**src/rtl/uart_tx_if.sv**
```systemverilog
// Handshake bundle between the data producer and uart_tx.
// The producer uses the master modport; the transmitter uses the slave modport.
interface uart_tx_if #(
    parameter int DATA_BITS = 8
);
    logic [DATA_BITS-1:0] tx_data;
    logic                 tx_start;
    logic                 tx_ready;
    logic                 tx_busy;
    logic                 tx_done;

    modport master (
        output tx_data,
        output tx_start,
        input  tx_ready,
        input  tx_busy,
        input  tx_done
    );

    modport slave (
        input  tx_data,
        input  tx_start,
        output tx_ready,
        output tx_busy,
        output tx_done
    );
endinterface

```
**src/rtl/uart_tx.sv**
```systemverilog
// Serial UART transmitter: start bit, DATA_BITS LSB-first, optional even parity, one stop bit.
// Defining UART_TX_PARITY_EN compiles in the PARITY state.
module uart_tx #(
    parameter int CLKS_PER_BIT = 434,
    parameter int DATA_BITS    = 8
) (
    input  logic        clk,
    input  logic        reset,
    uart_tx_if.slave    tx,
    output logic        tx_serial
);

    localparam int CNT_W = $clog2(CLKS_PER_BIT);
    localparam int IDX_W = $clog2(DATA_BITS);
    localparam logic [CNT_W-1:0] CNT_LAST = CNT_W'(CLKS_PER_BIT - 1);
    localparam logic [IDX_W-1:0] IDX_LAST = IDX_W'(DATA_BITS - 1);

    typedef enum logic [2:0] {
        S_IDLE   = 3'd0,
        S_START  = 3'd1,
        S_DATA   = 3'd2,
`ifdef UART_TX_PARITY_EN
        S_PARITY = 3'd3,
`endif
        S_STOP   = 3'd4
    } state_e;

    state_e               state_q, state_d;
    logic [CNT_W-1:0]     cnt_q, cnt_d;
    logic [IDX_W-1:0]     idx_q, idx_d;
    logic [DATA_BITS-1:0] shift_q, shift_d;
    logic                 serial_q, serial_d;
    logic                 done_q, done_d;
    logic                 bit_end;
`ifdef UART_TX_PARITY_EN
    logic                 parity_q, parity_d;
`endif

    assign bit_end = (cnt_q == CNT_LAST);

    // serial_d always carries the level of the bit the next state will drive,
    // so the line is registered yet aligned with the state register.
    always_comb begin
        state_d  = state_q;
        cnt_d    = cnt_q;
        idx_d    = idx_q;
        shift_d  = shift_q;
        serial_d = serial_q;
        done_d   = 1'b0;
`ifdef UART_TX_PARITY_EN
        parity_d = parity_q;
`endif
        case (state_q)
            S_IDLE: begin
                serial_d = 1'b1;
                if (tx.tx_start) begin
                    shift_d  = tx.tx_data;
`ifdef UART_TX_PARITY_EN
                    parity_d = ^tx.tx_data;
`endif
                    cnt_d    = '0;
                    idx_d    = '0;
                    state_d  = S_START;
                    serial_d = 1'b0;
                end
            end
            S_START: begin
                if (bit_end) begin
                    cnt_d    = '0;
                    state_d  = S_DATA;
                    serial_d = shift_q[0];
                end else begin
                    cnt_d = cnt_q + CNT_W'(1);
                end
            end
            S_DATA: begin
                if (bit_end) begin
                    cnt_d   = '0;
                    shift_d = shift_q >> 1;
                    if (idx_q == IDX_LAST) begin
                        idx_d = '0;
`ifdef UART_TX_PARITY_EN
                        state_d  = S_PARITY;
                        serial_d = parity_q;
`else
                        state_d  = S_STOP;
                        serial_d = 1'b1;
`endif
                    end else begin
                        idx_d    = idx_q + IDX_W'(1);
                        serial_d = shift_d[0];
                    end
                end else begin
                    cnt_d = cnt_q + CNT_W'(1);
                end
            end
`ifdef UART_TX_PARITY_EN
            S_PARITY: begin
                if (bit_end) begin
                    cnt_d    = '0;
                    state_d  = S_STOP;
                    serial_d = 1'b1;
                end else begin
                    cnt_d = cnt_q + CNT_W'(1);
                end
            end
`endif
            S_STOP: begin
                if (bit_end) begin
                    cnt_d    = '0;
                    state_d  = S_IDLE;
                    serial_d = 1'b1;
                    done_d   = 1'b1;
                end else begin
                    cnt_d = cnt_q + CNT_W'(1);
                end
            end
            default: begin
                cnt_d    = '0;
                idx_d    = '0;
                state_d  = S_IDLE;
                serial_d = 1'b1;
            end
        endcase
    end

    always_ff @(posedge clk or negedge reset) begin
        if (!reset) begin
            state_q  <= S_IDLE;
            cnt_q    <= '0;
            idx_q    <= '0;
            shift_q  <= '0;
            serial_q <= 1'b1;
            done_q   <= 1'b0;
`ifdef UART_TX_PARITY_EN
            parity_q <= 1'b0;
`endif
        end else begin
            state_q  <= state_d;
            cnt_q    <= cnt_d;
            idx_q    <= idx_d;
            shift_q  <= shift_d;
            serial_q <= serial_d;
            done_q   <= done_d;
`ifdef UART_TX_PARITY_EN
            parity_q <= parity_d;
`endif
        end
    end

    assign tx.tx_ready = (state_q == S_IDLE);
    assign tx.tx_busy  = (state_q != S_IDLE);
    assign tx.tx_done  = done_q;
    assign tx_serial   = serial_q;

endmodule

```
**src/flat_wrapper.sv**
```systemverilog
// flat-port wrapper written by rule: the top's interface ports become plain ports
module uart_tx_flat 
#(
    parameter int CLKS_PER_BIT = 434,
    parameter int DATA_BITS    = 8
)
  (clk, reset, tx_serial, tx_tx_data, tx_tx_start, tx_tx_ready, tx_tx_busy, tx_tx_done);
  uart_tx_if #(.DATA_BITS(DATA_BITS)) tx_i ();
  input  logic clk;
  input  logic reset;
  output logic tx_serial;
  input wire logic [$bits(tx_i.tx_data)-1:0] tx_tx_data;
  input wire logic [$bits(tx_i.tx_start)-1:0] tx_tx_start;
  output wire logic [$bits(tx_i.tx_ready)-1:0] tx_tx_ready;
  output wire logic [$bits(tx_i.tx_busy)-1:0] tx_tx_busy;
  output wire logic [$bits(tx_i.tx_done)-1:0] tx_tx_done;
  assign tx_i.tx_data = tx_tx_data;
  assign tx_i.tx_start = tx_tx_start;
  assign tx_tx_ready = tx_i.tx_ready;
  assign tx_tx_busy = tx_i.tx_busy;
  assign tx_tx_done = tx_i.tx_done;
  uart_tx #(.CLKS_PER_BIT(CLKS_PER_BIT), .DATA_BITS(DATA_BITS)) u_core (.clk(clk), .reset(reset), .tx(tx_i), .tx_serial(tx_serial));
endmodule
```
**config.mk**
```make
export PLATFORM = sky130hd
export DESIGN_NAME = uart_tx_flat
export DESIGN_NICKNAME = d
export VERILOG_FILES = /design/src/rtl/uart_tx_if.sv /design/src/rtl/uart_tx.sv /design/src/flat_wrapper.sv
export SDC_FILE = /design/constraint.sdc
export NUM_CORES = 1
export LEC_CHECK = 0
export BUFFER_PORTS_ARGS = -buffer_cell sky130_fd_sc_hd__buf_2
export CORE_ASPECT_RATIO = 1.2
export CORE_MARGIN = 1.5
export CORE_UTILIZATION = 45
export DETAILED_ROUTE_END_ITERATION = 16
export PLACE_DENSITY = 0.67
export SLEW_MARGIN = 30
export SYNTH_ARGS = -nofsm -noshare
export SYNTH_HDL_FRONTEND = slang
export SYNTH_SLANG_ARGS = --single-unit
```
**constraint.sdc**
```tcl
create_clock -name clk -period 1.8 [get_ports clk]
set_input_delay 0 -clock clk [delete_from_list [all_inputs] [get_ports clk]]
set_output_delay 0 -clock clk [all_outputs]
set_load 0.005 [all_outputs]
```
## Word level (Yosys, flattened, before mapping)

Index checks and enable logic that the tools add are counted.

- Word-level logic and storage cells: 52
- Flip-flop bits (word level): 25
- Output and inout port bits: 4
- Input bits: 11

- Mux-type cells: 24
- Equality and inequality tests: 10
- Reductions and logical operators: 9
- Bitwise gates (word level): 1
- $add $sub $neg: 2

Operators with widths:

| cell | number |
|---|---|
| two-way mux 3 bit | 8 |
| two-way mux 9 bit | 2 |
| one-hot mux 9 bit (2 select lines) | 1 |
| two-way mux 8 bit | 2 |
| one-hot mux 8 bit (2 select lines) | 1 |
| one-hot mux 3 bit (4 select lines) | 1 |
| adder 9 x 1 -> 9 bit (second input constant) | 1 |
| == test 9 bit (second input constant) | 1 |
| one-hot mux 3 bit (3 select lines) | 1 |
| AND reduction 3 bit | 3 |
| != test 2 x 1 -> 1 bit (second input constant) | 4 |
| two-way mux 1 bit | 7 |
| == test 3 bit (second input constant) | 2 |
| AND reduction 5 bit | 1 |
| one-hot mux 1 bit (4 select lines) | 1 |
| adder 3 x 1 -> 3 bit (second input constant) | 1 |
| == test 3 x 1 -> 1 bit (second input constant) | 1 |
| == test 3 x 2 -> 1 bit (second input constant) | 1 |
| zero test 3 bit | 1 |
| nonzero test 3 bit | 1 |
| OR reduction 3 bit | 1 |
| != test 2 bit (second input constant) | 1 |
| nonzero test 2 bit | 1 |
| OR reduction 2 bit | 1 |
| NOT 1 bit | 1 |

## Depth between registers and ports, before layout

- Word-level depth: 4
- Depth in mapped cells: 7
- Mapped depth without buffers: 6

## Worst setup path before layout

OpenSTA, ideal clock, no wires.

- Path kind: register -> register
- Start point: reg u_core.cnt_q[1]
- End point: reg u_core.idx_q[0]
- Library setup time: 0.121 ns
- Setup slack: 0.388 ns
- Required time: 1.679 ns
- Period minus slack after synthesis: 1.412 ns
- Stages on the path, launching flop included: 7
- Path buffers: 0
- Arrival time: 1.291 ns
- Path through: dfrtp_1 inv_1 ha_1 and4b_4 and2_4 o21ai_2 a22o_1

- Longest elaborated chain between the ends: 3

Ends and longest elaborated chain:

| element | line | source |
|---|---|---|
| start: declaration | uart_tx.sv:29 | `logic [CNT_W-1:0] cnt_q, cnt_d;` |
| start signal: assignment | uart_tx.sv:140 | `cnt_q <= cnt_d;` |
| == test 9 bit | uart_tx.sv:39 | `assign bit_end = (cnt_q == CNT_LAST);` |
| != test 2 x 1 -> 1 bit (no source line) | -- |  |
| AND reduction 3 bit (no source line) | -- |  |
| end signal: assignment | uart_tx.sv:141 | `idx_q <= idx_d;` |
| end: declaration | uart_tx.sv:30 | `logic [IDX_W-1:0] idx_q, idx_d;` |

No other way between the ends.
A chain may end at the register's enable or synchronous reset.

## Worst setup path after layout

- Start point: reg u_core.state_q[0]
- End point: out tx_tx_busy

- Longest elaborated chain between the ends: 1

Ends and longest elaborated chain:

| element | line | source |
|---|---|---|
| start: declaration | uart_tx.sv:28 | `state_e state_q, state_d;` |
| start signal: assignment | uart_tx.sv:139 | `state_q <= state_d;` |
| nonzero test 3 bit | uart_tx.sv:152 | `assign tx.tx_busy = (state_q != S_IDLE);` |
| end: declaration | flat_wrapper.sv:15 | `output wire logic [$bits(tx_i.tx_busy)-1:0] tx_tx_busy;` |

No other way between the ends.

==> metrics <==
DR vias/cell=around 5.6; Fin Clk Skew=0.0118 ns; top cells by area, synth=dfrtp_1 (43%), nand2_1 (5.6%), mux2i_1 (5.0%); Setup crit end kind=output port; max_slew headroom=0.601; Seq. cell area=between 600 and 700 um^2; r2r startpoint=u_core.state_q[0]; GRT Residual Overflow=0; # IOs=15; first-pass GRT wire length=around 5000 um; Comb power frac=0.218; Req. time, crit path=around 1.8 ns; Finished Cell Area=about 0.0016 mm^2; wirelength, routed=roughly 3000 um; sequential cell area fraction in the yosys report=0.448; CTS Sinks=25; share of layout cells above drive strength 1=0.238; Critical path buffers and inverters=3; Crit. Startpoint=u_core.state_q[0]; Final Wtd Congestion=0.755; gr usage total=0.197; Final min period=approximately 1.7 ns; Die Span Y=64.1 um; PortBufs=14; number of synthesized register bits=25; EDFF count, synth=0; Max clock buf depth=2; CP max stage cell=dfrtp_1; Worst EP arrival=1.65 ns; Mapped Avg Cell Area=10.1 um^2; synthesized netlist cell count=approximately 140; clk slew on worst S/H paths=around 0.15 ns; placed instance area=~0.0015 mm^2; fmax=~0.6 GHz; Area Growth Syn to Fin=16.1%; startpoint types=flop; WS Path Type=flop to output port; fillcell total=290; top-area cell type share of the netlist area=0.429; crit path max fanout=11; antenna violations before repair=0; Die Footprint=~0.0035 mm^2; CTS tree=done; leakage=between 0.0006 and 0.0007 uW; Initial Util=0.466; max cap viols=0; DP HPWL=2160 um; WL per Instance=14.6 um; RSZ-0062 raised after global routing=no; Pint=927 uW; Hold Path Origin=tx_tx_start; NetSw=roughly 450 uW; Multi-input gate area=~700 um^2; setup bufs post-CTS=0; Main synth FF type=dfrtp_1; vias in the first global route=1089; final hold vios=0; CTS Buf Count=3; leading area contributor after synthesis=dfrtp_1; setup violators final=0; clock latency on the worst-skew pair=roughly 0.33 ns; DR iter-0 viols=28; Rows=22; sequential power share=0.592; largest net degree at the start of global routing=26; Clock Power Share=0.190; Max stage delay on crit path=0.56 ns; Synthesis Warnings=0; setup_tns=0 ns; die width=around 54 um; worst min path class=input port to flop; status=finished, final reports clean; worst-margin pin slew=0.595 ns; DRC=0; most frequent cell after synthesis=dfrtp_1; Core ar.=approximately 0.0030 mm^2; PD cells=848 mW/mm^2; H-tree levels=1; cell family with most CP delay=flip-flops; routed via count=1110; Yosys cell types=44; CTS root buf=clkbuf_4; Final period util=0.919; antenna-violating nets left=0; Syn Std Cell Area=about 0.0014 mm^2; Post-synth top cells=dfrtp_1 (24), nand2_1 (21), o21ai_0 (9), o21ai_1 (9), mux2i_1 (7); Antenna diodes=0; Post-synth ARST share=1.00; switch share=0.327; Max VDD drop=around 500 uV; final net count=180; max-slew violations=0; First-pass DRT Iterations=4; syn_nets=approximately 150; cells along the critical path=buf_4 > nor3_2 > inv_1 > buf_2
-- sequential cells by signal, indices dropped and copies added (netlist names) --
| signal | count |
|---|---|
| u_core.state_q | 3 |
| u_core.tx.tx_done | 1 |
| u_core.shift_q | 8 |
| u_core.idx_q | 3 |
| u_core.cnt_q | 9 |
| u_core.tx_serial | 1 |
-- placed cells by master, fill, tap and decap left out, types with 3 or more instances in the layout --
cell,count
buf_4,4
a31oi_1,3
ha_1,4
o21ai_1,10
nand3_1,5
a22o_1,3
dlygate4sd3_1,9
buf_2,14
nand2_1,21
mux2i_1,7
o21ai_0,8
nor3_1,3
dfrtp_1,24
clkbuf_4,3
inv_1,4
nor2_1,4
-- final cells by class --
type / count / share of cell area
well taps: 36 / 0.0277
inverters: 4 / 0.00924
repair buffers: 27 / 0.117
multi-input cells: 104 / 0.441
clock inverters: 1 / 0.00462
clock buffers: 3 / 0.0139
flip-flops and latches: 25 / 0.386
-- final timing paths --
check / endpoint / slack (ns) / cells after the start
worst max-delay path: tx_tx_busy / 0.15 / 4
worst min-delay path: u_core.shift_q[7] / 0.04 / 3
worst max register to register: u_core.cnt_q[6] / 0.17 / 4
worst min register to register: u_core.shift_q[2] / 0.51 / 2
max in group asynchronous: u_core.idx_q[2] / 1.26 / 2
min in group asynchronous: u_core.cnt_q[4] / 0.16 / 2
-- through the flow --
stage                     utilization  power, uW  cells  setup WS [ns]  hold slack (ns)
final                           0.541       1380    200          0.145           0.0406
after CTS                       0.541       1390    200         0.0785           0.0292
after floorplan                     -        999    138          0.388           -0.296
after global placement          0.501       1090    187          0.212           0.0219
after detailed placement        0.501       1120    187          0.161           0.0322
after global routing            0.541       1480    200        0.00827           0.0414
-- worst register-to-register path, stage by stage, from the launching register on --
cell      delay, ns
dfrtp_1        0.56
o21ai_1        0.29
o21a_2         0.25
nand2_2        0.15
o311ai_2       0.29
-- per-layer routing --
layer / wire (um) / global-route usage / vias up
met3: 69 / 0.0210 / 4
met1: 1280 / 0.251 / 535
li1: - / - / 551
met2: 1540 / 0.329 / 20
met5: 0 / 0 / -
met4: 31 / 0.0769 / 0
-- kinds of logic after synthesis --
| kind of cell | synth area share |
|---|---|
| and+or+nand+nor | 0.218 |
| AOI/OAI and AO/OA | 0.190 |
| DFF | 0.448 |
| buffers and inverters | 0.0394 |
| muxes | 0.0501 |
| adders and majority gates | 0.0358 |
| xor gates and xnor gates | 0.0188 |
-- timing repair --
item,4_1_cts,5_1_grt
hold endpoints to repair,32,0
setup endpoints to repair,0,5
resized for setup,0,1
hold buffers,9,0
-- power by group through the flow --
stage | logic (uW) | clock network (uW) | registers (uW)
after floorplan | 210 | 0 | 789
after global routing | 342 | 304 | 835
after global placement | 270 | 0 | 818
after CTS | 305 | 272 | 815
after detailed placement | 288 | 0 | 828
final | 300 | 262 | 815
No activity file was read; power rests on OpenSTA's default activity.
